<file path="src/rtl/cook_sequencer_pkg.sv">
// Shared types and constants for the microwave cook sequencer.
package cook_sequencer_pkg;

  typedef enum logic [1:0] {
    ST_IDLE  = 2'd0,
    ST_ENTRY = 2'd1,
    ST_COOK  = 2'd2,
    ST_PAUSE = 2'd3
  } state_e;

  typedef enum logic {
    EDGE_RISE = 1'b0,
    EDGE_FALL = 1'b1
  } edge_pol_e;

  localparam logic [3:0] BCD_MAX = 4'd9;

  function automatic logic is_bcd(input logic [3:0] d);
    return d <= BCD_MAX;
  endfunction

endpackage

</file>
<file path="src/rtl/edge_det.sv">
// Registered edge detector with a one-cycle output pulse; POL selects rising or falling edge.
module edge_det
  import cook_sequencer_pkg::*;
#(
  parameter edge_pol_e POL = EDGE_RISE
) (
  input  logic clock,
  input  logic clearn,
  input  logic sig,
  output logic pulse
);

  // History resets to the post-edge level so an input already asserted
  // when reset releases does not register as a fresh edge.
  localparam logic POST_LEVEL = (POL == EDGE_RISE);

  logic prev;

  // NOTE: sequential state uses non-blocking assignments so every flop
  // samples pre-edge values regardless of statement order.
  always_ff @(posedge clock or negedge clearn) begin
    if (!clearn) begin
      prev  <= POST_LEVEL;
      pulse <= 1'b0;
    end else begin
      prev  <= sig;
      pulse <= (POL == EDGE_RISE) ? (sig & ~prev) : (~sig & prev);
    end
  end

endmodule

</file>
<file path="src/rtl/cook_sequencer.sv">
// Microwave front-panel sequencer: keypad entry, cook/pause/done control, timer strobes.
// Optional idle auto-clear in ENTRY is enabled by defining ENTRY_TIMEOUT_EN.
module cook_sequencer
  import cook_sequencer_pkg::*;
#(
  parameter int TIMEOUT_CYCLES = 30000,
  parameter int TO_W           = 15
) (
  input  logic        clock,
  input  logic        clearn,
  input  logic [3:0]  digit,
  input  logic        loadn,
  input  logic        pgt,
  input  logic        start_n,
  input  logic        stop_n,
  input  logic        door_closed,
  input  logic        timer_zero,
  output logic        key_enable,
  output logic [15:0] entry,
  output logic        load_timer,
  output logic        count_en,
  output logic        done,
  output logic [1:0]  state
);

  state_e      cur_state, next_state;
  logic [15:0] next_entry;
  logic        next_load, next_done;
  logic        pgt_evt, start_evt, stop_evt;
  logic [3:0]  digit_q;
  logic        loadn_q;
  logic        key;
  logic        timeout;

  edge_det #(.POL(EDGE_RISE)) u_pgt_edge (
    .clock (clock), .clearn(clearn), .sig(pgt),     .pulse(pgt_evt)
  );
  edge_det #(.POL(EDGE_FALL)) u_start_edge (
    .clock (clock), .clearn(clearn), .sig(start_n), .pulse(start_evt)
  );
  edge_det #(.POL(EDGE_FALL)) u_stop_edge (
    .clock (clock), .clearn(clearn), .sig(stop_n),  .pulse(stop_evt)
  );

  // Digit and loadn are delayed one cycle to line up with the registered pgt pulse.
  always_ff @(posedge clock or negedge clearn) begin
    if (!clearn) begin
      digit_q <= 4'd0;
      loadn_q <= 1'b1;
    end else begin
      digit_q <= digit;
      loadn_q <= loadn;
    end
  end

  assign key = pgt_evt & ~loadn_q & is_bcd(digit_q);

`ifdef ENTRY_TIMEOUT_EN
  logic [TO_W-1:0] to_cnt;

  assign timeout = (to_cnt == TO_W'(TIMEOUT_CYCLES - 1));

  always_ff @(posedge clock or negedge clearn) begin
    if (!clearn) begin
      to_cnt <= '0;
    end else if (cur_state != ST_ENTRY || key) begin
      to_cnt <= '0;
    end else if (!timeout) begin
      to_cnt <= to_cnt + 1'b1;
    end
  end
`else
  assign timeout = 1'b0;
`endif

  // NOTE: every always_comb output gets a default first, so no path can
  // leave a value unassigned and infer a latch.
  always_comb begin
    next_state = cur_state;
    next_entry = entry;
    next_load  = 1'b0;
    next_done  = 1'b0;
    case (cur_state)
      ST_IDLE: begin
        if (key) begin
          next_entry = {12'h000, digit_q};
          next_state = ST_ENTRY;
        end
      end
      ST_ENTRY: begin
        if (stop_evt) begin
          next_entry = 16'h0000;
          next_state = ST_IDLE;
        end else if (start_evt && door_closed && entry != 16'h0000) begin
          next_load  = 1'b1;
          next_state = ST_COOK;
        end else if (timeout) begin
          next_entry = 16'h0000;
          next_state = ST_IDLE;
        end else if (key) begin
          next_entry = {entry[11:0], digit_q};
        end
      end
      ST_COOK: begin
        if (timer_zero) begin
          next_done  = 1'b1;
          next_entry = 16'h0000;
          next_state = ST_IDLE;
        end else if (stop_evt || !door_closed) begin
          next_state = ST_PAUSE;
        end
      end
      ST_PAUSE: begin
        if (stop_evt) begin
          next_entry = 16'h0000;
          next_state = ST_IDLE;
        end else if (start_evt && door_closed) begin
          next_state = ST_COOK;
        end
      end
      default: begin
        next_state = ST_IDLE;
      end
    endcase
  end

  // NOTE: the entry register is a handful of flops feeding the timer, not a
  // memory array, so it is reset along with the rest of the state.
  always_ff @(posedge clock or negedge clearn) begin
    if (!clearn) begin
      cur_state  <= ST_IDLE;
      entry      <= 16'h0000;
      load_timer <= 1'b0;
      done       <= 1'b0;
    end else begin
      cur_state  <= next_state;
      entry      <= next_entry;
      load_timer <= next_load;
      done       <= next_done;
    end
  end

  // Decoded from state so that reset and door opening both remove count enable at once.
  assign count_en   = (cur_state == ST_COOK) && door_closed;
  assign key_enable = (cur_state == ST_IDLE) || (cur_state == ST_ENTRY);
  assign state      = cur_state;

endmodule

</file>
<file path="config.mk">
export PLATFORM = sky130hd
export DESIGN_NAME = cook_sequencer
export DESIGN_NICKNAME = d
export VERILOG_FILES = /design/src/rtl/cook_sequencer_pkg.sv /design/src/rtl/edge_det.sv /design/src/rtl/cook_sequencer.sv
export SDC_FILE = /design/constraint.sdc
export NUM_CORES = 1
export LEC_CHECK = 0
export BUFFER_PORTS_ARGS = -buffer_cell sky130_fd_sc_hd__buf_2
export CAP_MARGIN = 20
export CORE_ASPECT_RATIO = 1.5
export CORE_MARGIN = 2
export CORE_UTILIZATION = 45
export DETAILED_ROUTE_END_ITERATION = 16
export GPL_ROUTABILITY_DRIVEN = 0
export GPL_TIMING_DRIVEN = 0
export MAX_ROUTING_LAYER = met4
export PLACE_DENSITY_LB_ADDON = 0.08
export RECOVER_POWER = 50
export SLEW_MARGIN = 40
export SYNTH_ARGS = -nofsm -noshare
export SYNTH_HDL_FRONTEND = slang
export SYNTH_SLANG_ARGS = --single-unit
</file>
<file path="constraint.sdc">
create_clock -name clock -period 5.6 [get_ports clock]
set_clock_uncertainty 0.2 [all_clocks]
set_input_delay 0.28 -clock clock [delete_from_list [all_inputs] [get_ports clock]]
set_output_delay 0.28 -clock clock [all_outputs]
set_load 0.02 [all_outputs]
</file>
# Word level (Yosys, flattened, before mapping)
# Index checks and enable logic that the tools add are counted.
# op_classes
n_addsub	0
multipliers	0
div	0
n_lt_le_gt_ge	1
n_eq_ne	11
shifts	0
mux	20
n_bitwise	9
reduce_logical	10
# op_table
cell	n
16-bit two-way mux	6
16-bit one-hot mux with 4 select lines	1
16-bit nonzero test	1
2-bit two-way mux	7
3-bit by 2-bit inequality test with 1-bit output (second input constant)	4
2-bit one-hot mux with 4 select lines	1
1-bit bitwise AND	5
1-bit two-way mux	5
5-bit AND reduction	1
2-bit equality test (second input constant)	2
4-bit less-or-equal comparator (second input constant)	1
2-bit inequality test (second input constant)	2
1-bit NOT	4
4-bit AND reduction	1
1-bit logical AND	3
3-bit inequality test (second input constant)	1
2-bit by 1-bit equality test with 1-bit output (second input constant)	1
2-bit zero test	1
1-bit logical OR	2
2-bit by 1-bit inequality test with 1-bit output (second input constant)	1
1-bit zero test	1
# word_totals
regBits	31
latchBits	0
ramBits	0
mem_bits_ro	0
in_bits	12
n_memories	0

# Longest topological paths before layout
# depth
ltp_word	7
ltp_mapped	5
ltp_nobuf	4

# By module
# From an unflattened synthesis, not the netlist that was laid out.
# unflattened
hier_cells	90
area_unflattened_um2	1213.7
# modules_own_cells
mod	instances	cells_each	area_each_um2
cook_sequencer	1	81	1021.0
edge_det at u_start_edge ...	2	3	63.8
edge_det at u_pgt_edge	1	3	65.1

# Worst setup path before layout
# No wires, ideal clock.
# synth_timing
path_kind	reg-to-reg
from	register entry[11]
to	register entry[10]
arrival_ns	2.023
path_slack_ns	3.256
stages_incl_launch_ff	6
n_path_buf	1
period_less_slack_ns	2.344
cell_sequence	dfrtp_1 or4_1 o41ai_4 o21bai_2 buf_4 a22o_2
# synth_between
elab_chain_len	4
# synth_lines
item	line	source
from (decl)	cook_sequencer.sv:19	output logic [15:0] entry,
from (signal assigned)	cook_sequencer.sv:137	entry <= next_entry;
16-bit nonzero test	cook_sequencer.sv:94	end else if (start_evt && door_closed && entry != 16'h0000) begin
1-bit logical AND	cook_sequencer.sv:94	
3-bit by 2-bit inequality test with 1-bit output (no source line)	-	
5-bit AND reduction (no source line)	-	
# Every way passes these cells.
# A chain may end at the register's enable or synchronous reset.

# Final worst setup path
# layout_timing
from	register entry[11]
to	register entry[15]
# layout_between
elab_chain_len	4
elab_cells_between_ends	8
classes_between	eq/ne (1); mux (4); reduce/logical (3)
# layout_lines
item	line
16-bit nonzero test / 16-bit two-way mux (equally long branches)	cook_sequencer.sv:94, cook_sequencer.sv:100
1-bit logical AND / 16-bit two-way mux (equally long branches)	cook_sequencer.sv:94
3-bit by 2-bit inequality test with 1-bit output (no source line) / 16-bit two-way mux (equally long branches)	-
5-bit AND reduction (no source line) / 16-bit one-hot mux with 4 select lines (equally long branches)	-
# Several ways; a longest one is shown, not always the timed one. The select of a mux whose other input is x is not followed.

==> impl_metrics.py <==
metrics = {
    "worst_setup_path": {
        "crit_type": "reg2reg",
        "start_kind": "flop",
        "r2r_end": "entry[15]",
        "cp-end-kind": "flop",
        "reg2reg_from": "entry[11]",
        "cp.arrival_ps": 2390,
        "crit_required_ps": 5560,
        "rrSetupSlack_ps": 3170,
        "ff2ff_path_depth": 5,
        "crit_fanout": 10,
    },
    "clock_tree": {
        "cts.sinks": 31,
        "ctsResizeCount": 0,
        "cts-htree-levels": 2,
        "cts_made_buffers": 5,
        "ctsRootBufferMaster": "clkbuf_8",
        "cts_buffer_depth": 2,
        "clock_latency_ps": 280,
        "cts_tree": "yes",
        "post_cts_buffers": 0,
        "clk_pin_slew_ps": 60,
        "hold_buffers": 9,
    },
    "routing": {
        "wire_per_inst_um": 13.7,
        "drt-total-wl_mm": 2.43,
        "drtIter0Drc": 19,
        "routed_via_density": 5.05,
        "route.detailed.drc": 0,
        "num_vias": 894,
        "dr.pass1.iters": 4,
        "ant_nets": 0,
    },
    "power": {
        "p_leak_uw": 0.000823,
        "powerDensity_nw_per_um2": 472,
        "ir_drop_mv": 0.253,
        "power.total_uw": 752,
    },
    "floorplanning": {
        "core_area_sq_um": 2620,
        "num_rows": 23,
        "initial_utilization": 0.465,
        "io_pins": 34,
        "die_x_um": 46.5,
        "dieArea_sq_um": 3150,
        "die_h_um": 67.7,
    },
    "sta": {
        "setup_viol": 0,
        "rsz0062_at_grt": "false",
        "finalCritPeriodShare": 0.434,
        "fin_crit_ps": 2430,
        "clock.fmax_mhz": 412,
        "finalSetupTns_ps": 0,
        "worst_pin_slew_ps": 1570,
        "slew_violations": 32,
        "hold_viol_final": 0,
        "slew_headroom": -0.0489,
    },
    "hold_path": {
        "min-delay-start": "timer_zero",
        "whs_endpoint": "state[1]",
        "hold_path.class": "in2reg",
        "min_path_cells": 3,
    },
    "synthesis": {
        "synth-main-ff-cell": "dfrtp_1",
        "synth_top_area_frac": 0.595,
        "netlist_area_sq_um": 1220,
        "ys_top_cells_by_count": "dfrtp_1, a22o_2, nand2_1",
        "synthDistinctLibCells": 26,
        "syn_area_per_cell_sq_um": 13.5,
        "synth_edf_count": 0,
        "synth_most_common_cell": "dfrtp_1",
        "yosysTopAreaCell": "dfrtp_1",
        "ys_async_sr_fraction": 1.00,
        "synth_cells": 90,
        "ys_seq_elements": 31,
        "ys_seq_area_frac": 0.639,
        "synth.top_cells.by_area": "dfrtp_1, a22o_2, dfstp_2, a22o_1, mux2i_1",
        "yosysWarnings": 0,
        "synth.net_count": 102,
    },
    "finish": {
        "area_delta_synth_final_pct": 30.7,
        "n_antenna_cell": 0,
        "final_nets": 151,
        "drive_gt1_frac": 0.329,
        "fin_area_sq_um": 1590,
    },
    "place": {
        "io_buffers": 33,
        "dpl.hpwl_mm": 1.71,
        "placed_area_sq_um": 1430,
    },
    "global_route": {
        "top_usage_layer": "met2",
        "grt_use_met2": 0.316,
        "grt_pass1_wl_mm": 4.08,
        "antenna_found_initial": 0,
        "use_met3": 0.0722,
        "grt_start_max_net_pins": 32,
        "grt_pass1_vias": 893,
        "overflow": 0,
        "grt_usage": 0.196,
        "gr-usage-met1": 0.206,
    },
    "status": {
        "status": "finished, violations left",
        "violations": "max-capacitance violations, max-slew violations",
    },
    "flow_run": {
        "maxCapViolations": 1,
    },
}
-- cell usage in the layout (no fill, tap or decap), drive strengths merged --
master,synthesis,routed
and3b,1,1
dfstp,2,2
nor3b,3,3
nor3,1,1
or4,4,4
a221oi,1,1
nor4,1,1
a211oi,1,1
o21bai,1,1
mux2i,4,4
nor2b,4,4
o21ai,1,1
a21oi,1,1
clkinv,0,1
buf,2,28
and2,2,2
a21o,2,2
nand2,7,7
dlygate4sd3,0,9
a22o,12,12
a31oi,1,1
clkbuf,0,14
o41ai,1,1
dfrtp,29,29
nor2,4,4
inv,5,5
-- worst max-delay path, cell delays in order (launching register included) --
cell	delay [ps]
dfrtp_1	420
or4_1	600
o41ai_4	470
o21bai_2	180
buf_4	220
a22o_2	220
-- final cells by class --
| type | count | area [sq um] |
|---|---|---|
| timing repair buffer | 42 | 246 |
| clock buffer | 7 | 76.3 |
| multi-input combinational | 52 | 403 |
| tap | 37 | 46.3 |
| clock inverter | 1 | 5.00 |
| inverter | 5 | 18.8 |
| fill | 217 | 1030 |
| buffer | 2 | 18.8 |
| sequential | 31 | 778 |
-- through the flow --
stage | setup slack, ps | cells | utilization | hold WS, ps
detailed placement | 3180 | 160 | 0.546 | 149
global route | 3080 | 177 | 0.608 | 134
finish | 3170 | 177 | 0.608 | 129
global placement | 3190 | 160 | 0.546 | 142
floorplan | 3260 | 90 | - | -216
CTS | 3160 | 177 | 0.612 | 125
-- worst max path at each step --
stage | start | endpoint | slack [ps]
2_1_floorplan | entry[11] | entry[10] | 3260
3_3_place_gp | entry[11] | entry[13] | 3190
3_5_place_dp | entry[11] | entry[15] | 3180
4_1_cts | entry[11] | entry[15] | 3160
5_1_grt | entry[11] | entry[15] | 3080
6_report | entry[11] | entry[15] | 3170
-- kinds of logic after synthesis --
group | count (synthesis) | synth area share
compound gates | 21 | 0.164
buf+inv | 7 | 0.0308
simple gates | 27 | 0.133
flops | 31 | 0.639
mux | 4 | 0.0329
-- report_power, final --
group / internal (uW) / switching [uW] / total, uW
Combinational: 103 / 162 / 265
Sequential: 274 / 51.0 / 325
Clock: 86.9 / 75.2 / 162
Total: 464 / 288 / 752
-- routing by layer --
metal / share of wire / routed length (um)
met5: 0 / 0
met3: 0.047 / 113
met4: 0.023 / 55
met1: 0.38 / 926
met2: 0.55 / 1330
-- state kept, by name (all words and copies together), names as in the netlist --
name                cells
u_start_edge.prev       1
entry                  16
u_pgt_edge.pulse        1
u_pgt_edge.prev         1
u_start_edge.pulse      1
u_stop_edge.pulse       1
loadn_q                 1
load_timer              1
u_stop_edge.prev        1
done                    1
digit_q                 4
state                   2
No activity file was read; power rests on OpenSTA's default activity.
